**src/rtl/uart_rx_pkg.sv**
```systemverilog
// ----------------------------------------------------------------------------
// uart_rx_pkg
//   Shared definitions for the UART receiver frame controller.
//   - FSM state encoding (IDLE..DONE) as localparams plus the enum type built
//     on them.
//   - Legal oversampling ratios.
//   - Default frame data width and prescale/edge counter width.
// ----------------------------------------------------------------------------
package uart_rx_pkg;

    // Frame shape defaults
    localparam int DATA_WIDTH_DEF = 8;
    localparam int PRESC_W_DEF    = 6;

    // Oversampling ratios the receiver is built to handle
    localparam int PRESC_8  = 8;
    localparam int PRESC_16 = 16;
    localparam int PRESC_32 = 32;

    // State encoding
    localparam logic [2:0] ST_IDLE   = 3'd0;
    localparam logic [2:0] ST_START  = 3'd1;
    localparam logic [2:0] ST_DATA   = 3'd2;
    localparam logic [2:0] ST_PARITY = 3'd3;
    localparam logic [2:0] ST_STOP   = 3'd4;
    localparam logic [2:0] ST_DONE   = 3'd5;

    typedef enum logic [2:0] {
        IDLE   = ST_IDLE,
        START  = ST_START,
        DATA   = ST_DATA,
        PARITY = ST_PARITY,
        STOP   = ST_STOP,
        DONE   = ST_DONE
    } state_t;

endpackage

```
**src/rtl/uart_rx_edge_bit_cnt.sv**
```systemverilog
// ----------------------------------------------------------------------------
// uart_rx_edge_bit_cnt
//   Oversample (edge) counter and bit counter for the UART frame controller.
//   edge_cnt runs 0..prescale-1 inside a bit; on the last edge it wraps to 0
//   and bit_cnt advances. Control priority: clr > load1 > en.
//
// Ports
//   clk        in   receiver clock
//   rst        in   asynchronous active-low reset
//   en         in   advance the counters this cycle
//   load1      in   restart a frame with edge_cnt=1, bit_cnt=0 (the current
//                   cycle already counts as edge 0 of the new start bit)
//   clr        in   clear both counters
//   prescale   in   oversampling ratio (already latched by the FSM)
//   edge_cnt   out  oversample index within the current bit
//   bit_cnt    out  bit index within the frame
//   last_edge  out  edge_cnt == prescale-1
// ----------------------------------------------------------------------------
module uart_rx_edge_bit_cnt #(
    parameter int PRESC_W = 6
) (
    input  logic               clk,
    input  logic               rst,
    input  logic               en,
    input  logic               load1,
    input  logic               clr,
    input  logic [PRESC_W-1:0] prescale,
    output logic [PRESC_W-1:0] edge_cnt,
    output logic [3:0]         bit_cnt,
    output logic               last_edge
);

    logic [PRESC_W-1:0] edge_next;
    logic [3:0]         bit_next;

    assign last_edge = (edge_cnt == (prescale - PRESC_W'(1)));

    always_comb begin
        edge_next = edge_cnt;
        bit_next  = bit_cnt;
        if (clr) begin
            edge_next = '0;
            bit_next  = '0;
        end else if (load1) begin
            edge_next = PRESC_W'(1);
            bit_next  = '0;
        end else if (en) begin
            if (last_edge) begin
                edge_next = '0;
                bit_next  = bit_cnt + 4'd1;
            end else begin
                edge_next = edge_cnt + PRESC_W'(1);
            end
        end
    end

    always_ff @(posedge clk or negedge rst) begin
        if (!rst) begin
            edge_cnt <= '0;
            bit_cnt  <= '0;
        end else begin
            edge_cnt <= edge_next;
            bit_cnt  <= bit_next;
        end
    end

endmodule

```
**src/rtl/uart_rx_fsm.sv**
```systemverilog
// ----------------------------------------------------------------------------
// uart_rx_fsm
//   Frame controller for the UART receiver. Walks START, DATA, optional
//   PARITY and STOP bits using the edge/bit counter, emits one-cycle enables
//   to the sampler, deserializer and start/parity/stop checkers, collects the
//   checkers' error flags and pulses data_valid for each clean frame.
//
// Build option
//   UART_RX_ERR_FLAGS_EN  adds err_flags[2:0] = {strt_glitch, par_err, stp_err}
//                         seen in the last finished frame, and a frame_err
//                         pulse for every frame that ends without data_valid.
//
// Ports
//   clk          in   receiver clock
//   rst          in   asynchronous active-low reset
//   RX_IN        in   serial line, idle high
//   PAR_EN       in   frame carries a parity bit (latched at frame start)
//   prescale     in   oversampling ratio 8/16/32 (latched at frame start)
//   strt_glitch  in   start checker result, valid cycle after strt_chk_en
//   par_err      in   parity checker result, valid cycle after par_chk_en
//   stp_err      in   stop checker result, valid cycle after stp_chk_en
//   dat_samp_en  out  sampler enable, START..STOP
//   edge_cnt     out  oversample index within current bit
//   bit_cnt      out  bit index: 0=start, 1..DATA_WIDTH, then parity/stop
//   deser_en     out  pulse at last edge of each data bit
//   strt_chk_en  out  pulse at last edge of start bit
//   par_chk_en   out  pulse at last edge of parity bit
//   stp_chk_en   out  pulse at last edge of stop bit
//   data_valid   out  pulse in DONE when the frame had no error
//   err_flags    out  (option) error summary of last frame
//   frame_err    out  (option) pulse when a frame ends without data_valid
// ----------------------------------------------------------------------------
module uart_rx_fsm
    import uart_rx_pkg::*;
#(
    parameter int DATA_WIDTH = DATA_WIDTH_DEF,
    parameter int PRESC_W    = PRESC_W_DEF
) (
    input  logic               clk,
    input  logic               rst,
    input  logic               RX_IN,
    input  logic               PAR_EN,
    input  logic [PRESC_W-1:0] prescale,
    input  logic               strt_glitch,
    input  logic               par_err,
    input  logic               stp_err,
    output logic               dat_samp_en,
    output logic [PRESC_W-1:0] edge_cnt,
    output logic [3:0]         bit_cnt,
    output logic               deser_en,
    output logic               strt_chk_en,
    output logic               par_chk_en,
    output logic               stp_chk_en,
    output logic               data_valid
`ifdef UART_RX_ERR_FLAGS_EN
    ,
    output logic [2:0]         err_flags,
    output logic               frame_err
`endif
);

    state_t             state_reg;
    state_t             state_next;

    // Frame configuration captured at frame start
    logic               par_en_reg;
    logic [PRESC_W-1:0] presc_reg;

    // Sticky error bits for the frame in flight
    logic               par_seen_reg;
    logic               par_seen_next;
    logic               stp_seen_reg;
    logic               stp_seen_next;

    logic               cnt_en;
    logic               cnt_load1;
    logic               cnt_clr;
    logic               last_edge;
    logic               glitch_abort;
    logic               frame_start;
    logic               in_done;

    // ------------------------------------------------------------------
    // Edge / bit counter
    // ------------------------------------------------------------------
    uart_rx_edge_bit_cnt #(
        .PRESC_W (PRESC_W)
    ) u_cnt (
        .clk       (clk),
        .rst       (rst),
        .en        (cnt_en),
        .load1     (cnt_load1),
        .clr       (cnt_clr),
        .prescale  (presc_reg),
        .edge_cnt  (edge_cnt),
        .bit_cnt   (bit_cnt),
        .last_edge (last_edge)
    );

    // ------------------------------------------------------------------
    // Next-state logic
    // ------------------------------------------------------------------
    always_comb begin
        state_next   = state_reg;
        glitch_abort = 1'b0;
        case (state_reg)
            IDLE: begin
                if (!RX_IN) begin
                    state_next = START;
                end
            end
            START: begin
                if (last_edge) begin
                    state_next = DATA;
                end
            end
            DATA: begin
                // The start checker answers in the very first DATA cycle
                // (bit 1, edge 0); a glitch throws the whole frame away.
                if (bit_cnt == 4'd1 && edge_cnt == '0 && strt_glitch) begin
                    state_next   = IDLE;
                    glitch_abort = 1'b1;
                end else if (last_edge && bit_cnt == 4'(DATA_WIDTH)) begin
                    state_next = par_en_reg ? PARITY : STOP;
                end
            end
            PARITY: begin
                if (last_edge) begin
                    state_next = STOP;
                end
            end
            STOP: begin
                if (last_edge) begin
                    state_next = DONE;
                end
            end
            DONE: begin
                // A low line here is the next start bit; this cycle is its edge 0.
                state_next = RX_IN ? IDLE : START;
            end
            default: begin
                state_next = IDLE;
            end
        endcase
    end

    assign in_done     = (state_reg == DONE);
    assign frame_start = (state_next == START) &&
                         ((state_reg == IDLE) || (state_reg == DONE));

    // Counters sit at zero whenever the FSM is (or is about to be) idle.
    assign cnt_clr   = (state_reg == IDLE) || (state_next == IDLE);
    assign cnt_load1 = in_done && (state_next == START);
    assign cnt_en    = (state_reg != IDLE);

    // ------------------------------------------------------------------
    // Output decode; at most one enable is active since each belongs to
    // a different state, and data_valid only exists in DONE.
    // ------------------------------------------------------------------
    always_comb begin
        dat_samp_en = 1'b0;
        deser_en    = 1'b0;
        strt_chk_en = 1'b0;
        par_chk_en  = 1'b0;
        stp_chk_en  = 1'b0;
        data_valid  = 1'b0;
        case (state_reg)
            START: begin
                dat_samp_en = 1'b1;
                strt_chk_en = last_edge;
            end
            DATA: begin
                dat_samp_en = 1'b1;
                deser_en    = last_edge && !glitch_abort;
            end
            PARITY: begin
                dat_samp_en = 1'b1;
                par_chk_en  = last_edge;
            end
            STOP: begin
                dat_samp_en = 1'b1;
                stp_chk_en  = last_edge;
            end
            DONE: begin
                // stp_err is only valid in this cycle, so it is folded in
                // directly rather than through the sticky bit.
                data_valid = !(par_seen_reg || stp_seen_reg || stp_err);
            end
            default: begin
                dat_samp_en = 1'b0;
            end
        endcase
    end

    // ------------------------------------------------------------------
    // Sticky errors: cleared at frame start, accumulate START..DONE.
    // ------------------------------------------------------------------
    always_comb begin
        par_seen_next = par_seen_reg;
        stp_seen_next = stp_seen_reg;
        if (frame_start) begin
            par_seen_next = 1'b0;
            stp_seen_next = 1'b0;
        end else if (state_reg != IDLE) begin
            par_seen_next = par_seen_reg | par_err;
            stp_seen_next = stp_seen_reg | stp_err;
        end
    end

    // ------------------------------------------------------------------
    // State and frame-configuration registers
    // ------------------------------------------------------------------
    always_ff @(posedge clk or negedge rst) begin
        if (!rst) begin
            state_reg    <= IDLE;
            par_en_reg   <= 1'b0;
            presc_reg    <= '0;
            par_seen_reg <= 1'b0;
            stp_seen_reg <= 1'b0;
        end else begin
            state_reg    <= state_next;
            par_seen_reg <= par_seen_next;
            stp_seen_reg <= stp_seen_next;
            // Configuration is frozen for the whole frame.
            if (frame_start) begin
                par_en_reg <= PAR_EN;
                presc_reg  <= prescale;
            end
        end
    end

`ifdef UART_RX_ERR_FLAGS_EN
    // ------------------------------------------------------------------
    // Error summary of the last finished frame.
    // ------------------------------------------------------------------
    logic [2:0] err_flags_reg;
    logic [2:0] err_flags_next;

    always_comb begin
        err_flags_next = err_flags_reg;
        if (glitch_abort) begin
            err_flags_next = {1'b1, par_seen_reg, stp_seen_reg};
        end else if (in_done) begin
            err_flags_next = {1'b0, par_seen_reg, stp_seen_reg | stp_err};
        end
    end

    always_ff @(posedge clk or negedge rst) begin
        if (!rst) begin
            err_flags_reg <= 3'b000;
        end else begin
            err_flags_reg <= err_flags_next;
        end
    end

    assign err_flags = err_flags_reg;
    assign frame_err = glitch_abort || (in_done && !data_valid);
`endif

endmodule
```
**config.mk**
```make
export PLATFORM = sky130hd
export DESIGN_NAME = uart_rx_fsm
export DESIGN_NICKNAME = d
export VERILOG_FILES = /design/src/rtl/uart_rx_pkg.sv /design/src/rtl/uart_rx_edge_bit_cnt.sv /design/src/rtl/uart_rx_fsm.sv
export SDC_FILE = /design/constraint.sdc
export NUM_CORES = 1
export LEC_CHECK = 0
export ABC_AREA = 1
export BUFFER_PORTS_ARGS = -buffer_cell sky130_fd_sc_hd__clkbuf_2
export CAP_MARGIN = 25
export CORE_UTILIZATION = 25
export DETAILED_ROUTE_END_ITERATION = 10
export PLACE_DENSITY_LB_ADDON = 0.3
export SETUP_SLACK_MARGIN = 0.1
export SYNTH_ARGS = -nofsm -noshare
export SYNTH_HDL_FRONTEND = slang
export SYNTH_SLANG_ARGS = --single-unit
```
**constraint.sdc**
```tcl
create_clock -name clk -period 5.16 [get_ports clk]
set_clock_uncertainty 0.1 [all_clocks]
set_input_delay 0.516 -clock clk [delete_from_list [all_inputs] [get_ports clk]]
set_output_delay 0.516 -clock clk [all_outputs]
set_load 0.01 [all_outputs]
```
==> metrics.txt <==
sum of negative setup slack=0 ns; Cell Chain, Critical Path=inv_2 > ha_1 > nand2_1 > nand2_1 > nor2_4 > nand2_2 > nor2_4 > nand2_2 > nor2_4 > nand2_1 > inv_1 > clkbuf_2; worst slew slack as a fraction of its limit=0.626; synthesized area per cell=7.44 µm²; Ys Warns=0; fraction of power spent switching nets=0.483; P_leak=about 0.00099 µW; slack of the critical path=around 2.5 ns; Worst Path Required=about 4.5 ns; Finish-stage setup viols=0; Core Area=between 0.005 and 0.006 mm²; total track usage=0.131; ANT cells=0; post-synthesis cell type count=27; number of DRC markers after the initial detailed-route iteration=approximately 50; initial core utilization=0.263; global-route congestion overflow total=0; total number of nets in the final design=~260; share of post-route cells with drive strength above 1=0.311; worst hold margin=about 0.13 ns; Die ar.=0.00663 mm²; capturing element of the worst setup path=par_chk_en; number of antenna violations at the first check in global routing=0; count of instances resized after the clock tree is built=0; routed vias=1,388; P_sw=about 450 µW; Inserted Clock Buffers=3; worst reg2reg path endpoint=u_cnt.edge_cnt[0]; number of pins with negative max-slew slack in the final report=0; Crit Path Max Fanout=6; clock input transition at the sequential cells of the worst setup and hold paths=~0.080 ns; y dimension of the die=81.4 µm; Fillers=around 660; maximum count of clock buffers along a single path=2; post-synthesis instance area=approximately 0.0016 mm²; post-route antenna net violation count=0; Syn Nets=231; critical register-to-register path startpoint=presc_reg[0]; gate count of the mapped netlist=212; period utilization=0.517; final period demand of the worst path=roughly 2.7 ns; sinks on the clock net=22; RSZ-0062 raised after global routing=no; internal power=a little under 500 µW; Startpoint Class=flop; wire length of the first global-routing pass=around 6.5 mm; result of the run=completed; post-synthesis register bit count=22; slew at the pin with the worst max-slew slack=about 0.56 ns; peak clock frequency supported by timing=approximately 380 MHz; register share of total power=0.320; classification of the worst setup path=reg -> out; power density normalized to cell area=502 mW/mm²; pre-CTS setup slack=~2.7 ns; final core occ=0.312; max-cap viol count=0; launching element of the worst setup path=presc_reg[0]; Worst Reg2Reg Path Length in Cells=16; average wire per standard cell=12.0 µm; Area growth syn-to-layout=18.6%; hold_buf cts=0; final wirelength=3.83 mm; combinational cell fraction of total power=0.544; portion of the post-synthesis area used by sequential elements=0.349; clock root cell=sky130_fd_sc_hd__clkbuf_8; H-Tree Depth=1; via count of the first global-routing pass=~1,400; clock power share=0.136; final hold violations=0; number of top-level pins=29; endpoint arrival time on the critical path=2.05 ns; row count=28; Crit-path slowest cell=sky130_fd_sc_hd__dfrtp_1; total iterations of the first detailed-routing run=4; count of buffers inserted at the top-level ports=28; detailed-placement wirelength estimate=3.08 mm; gpl congestion=0.795; setup slack on the worst flop-to-flop path=around 2.8 ns; pin count of the biggest net entering global routing=23; DR DRC count=0; Die Wd=approximately 81 µm; endpoint kind of the worst setup timing path=output pin; Post-CTS Setup Bufs=0; clock insertion delay at the later pin of the skew report=about 0.26 ns; worst voltage drop across the vdd grid=~0.00014 V; drt via density=about 4.4; TritonCTS clock tree=done; type of the most critical hold path=in -> async; stage delay of the slowest cell on the critical path=just under 0.4 ns
-- final cells by class --
| type | instances | area [µm²] | area share |
|---|---|---|---|
| multi-input cells | 148 | 870 | 0.465 |
| flip-flops and latches | 22 | 551 | 0.294 |
| inverters | 41 | 154 | 0.0823 |
| repair buffers | 29 | 148 | 0.0789 |
| well taps | 75 | 93.8 | 0.0502 |
| clock buffers | 4 | 55.1 | 0.0294 |
-- critical path, delay by kind of cell (launching register included) --
kind	cells	cell delay (ns)
buffers and inverters	3	0.30
adder cells (fa/ha/maj)	1	0.26
AND/OR/NAND/NOR	8	0.83
flip-flops	1	0.39
-- stage by stage --
| step | instance area [µm²] | instances | total power [µW] |
|---|---|---|---|
| after floorplan | 1580 | 212 | 689 |
| after global placement | 1810 | 314 | 811 |
| after detailed placement | 1810 | 314 | 821 |
| after CTS | 1860 | 318 | 952 |
| after global routing | 1870 | 319 | 1040 |
| final | 1870 | 319 | 940 |
-- how the worst min path moves through the flow --
stage,startpoint,cells after the start,endpoint,slack [ns]
detailed placement,stp_seen_reg,2,stp_seen_reg,0.40
global route,rst,1,presc_reg[1],0.18
CTS,rst,1,presc_reg[1],0.16
global placement,stp_seen_reg,2,stp_seen_reg,0.40
finish,rst,1,presc_reg[0],0.13
floorplan,rst,0,par_en_reg,0.12
-- metal layers --
| layer | GRT usage | vias to the layer above | share of wire |
|---|---|---|---|
| met5 | 0 | - | 0 |
| met4 | 0.0393 | 0 | 0.010 |
| met3 | 0.0178 | 4 | 0.042 |
| met2 | 0.198 | 25 | 0.45 |
| met1 | 0.190 | 633 | 0.50 |
| li1 | - | 726 | - |
-- cells by family (layout without fill, tap and decap cells) --
| group | count (synthesis) | count (layout) | synth area share |
|---|---|---|---|
| DFF | 22 | 22 | 0.349 |
| and+or+nand+nor | 122 | 122 | 0.410 |
| buffers and inverters | 42 | 74 | 0.0999 |
| adders and majority gates | 6 | 6 | 0.0476 |
| xor gates and xnor gates | 5 | 5 | 0.0278 |
| AOI/OAI and AO/OA | 13 | 13 | 0.0515 |
| muxes | 2 | 2 | 0.0143 |
-- cell usage after synthesis (all sizes together) --
master | number | area, µm²
mux2 | 2 | 22.5
a21oi | 6 | 30.0
o21ai | 5 | 25.0
nor4 | 2 | 12.5
and3b | 1 | 8.76
xnor2 | 1 | 8.76
inv | 41 | 154
xor2 | 4 | 35.0
nand4 | 7 | 50.1
clkbuf | 1 | 3.75
ha | 6 | 75.1
o21bai | 1 | 7.51
nand3 | 18 | 123
nor3 | 3 | 15.0
nand2 | 52 | 230
dfrtp | 22 | 551
a21boi | 1 | 18.8
nand3b | 1 | 7.51
nor2 | 38 | 200
-- cell usage in the layout (no fill, tap or decap), drive strengths merged, types with 3 or more instances in the layout --
cell type  count
clkbuf        32
o21ai          5
ha             6
inv           41
xor2           4
nand2         52
dfrtp         22
nor2          38
nand4          7
nand3         18
nor3           3
a21oi          6
-- power groups by stage --
stage          Clock (µW)  Sequential, µW  Combinational (µW)
2_1_floorplan           0             299                 390
5_1_grt               137             312                 586
3_5_place_dp            0             305                 516
6_report              128             301                 511
3_3_place_gp            0             304                 507
4_1_cts               132             302                 518
(Power assumes the default switching activity.)
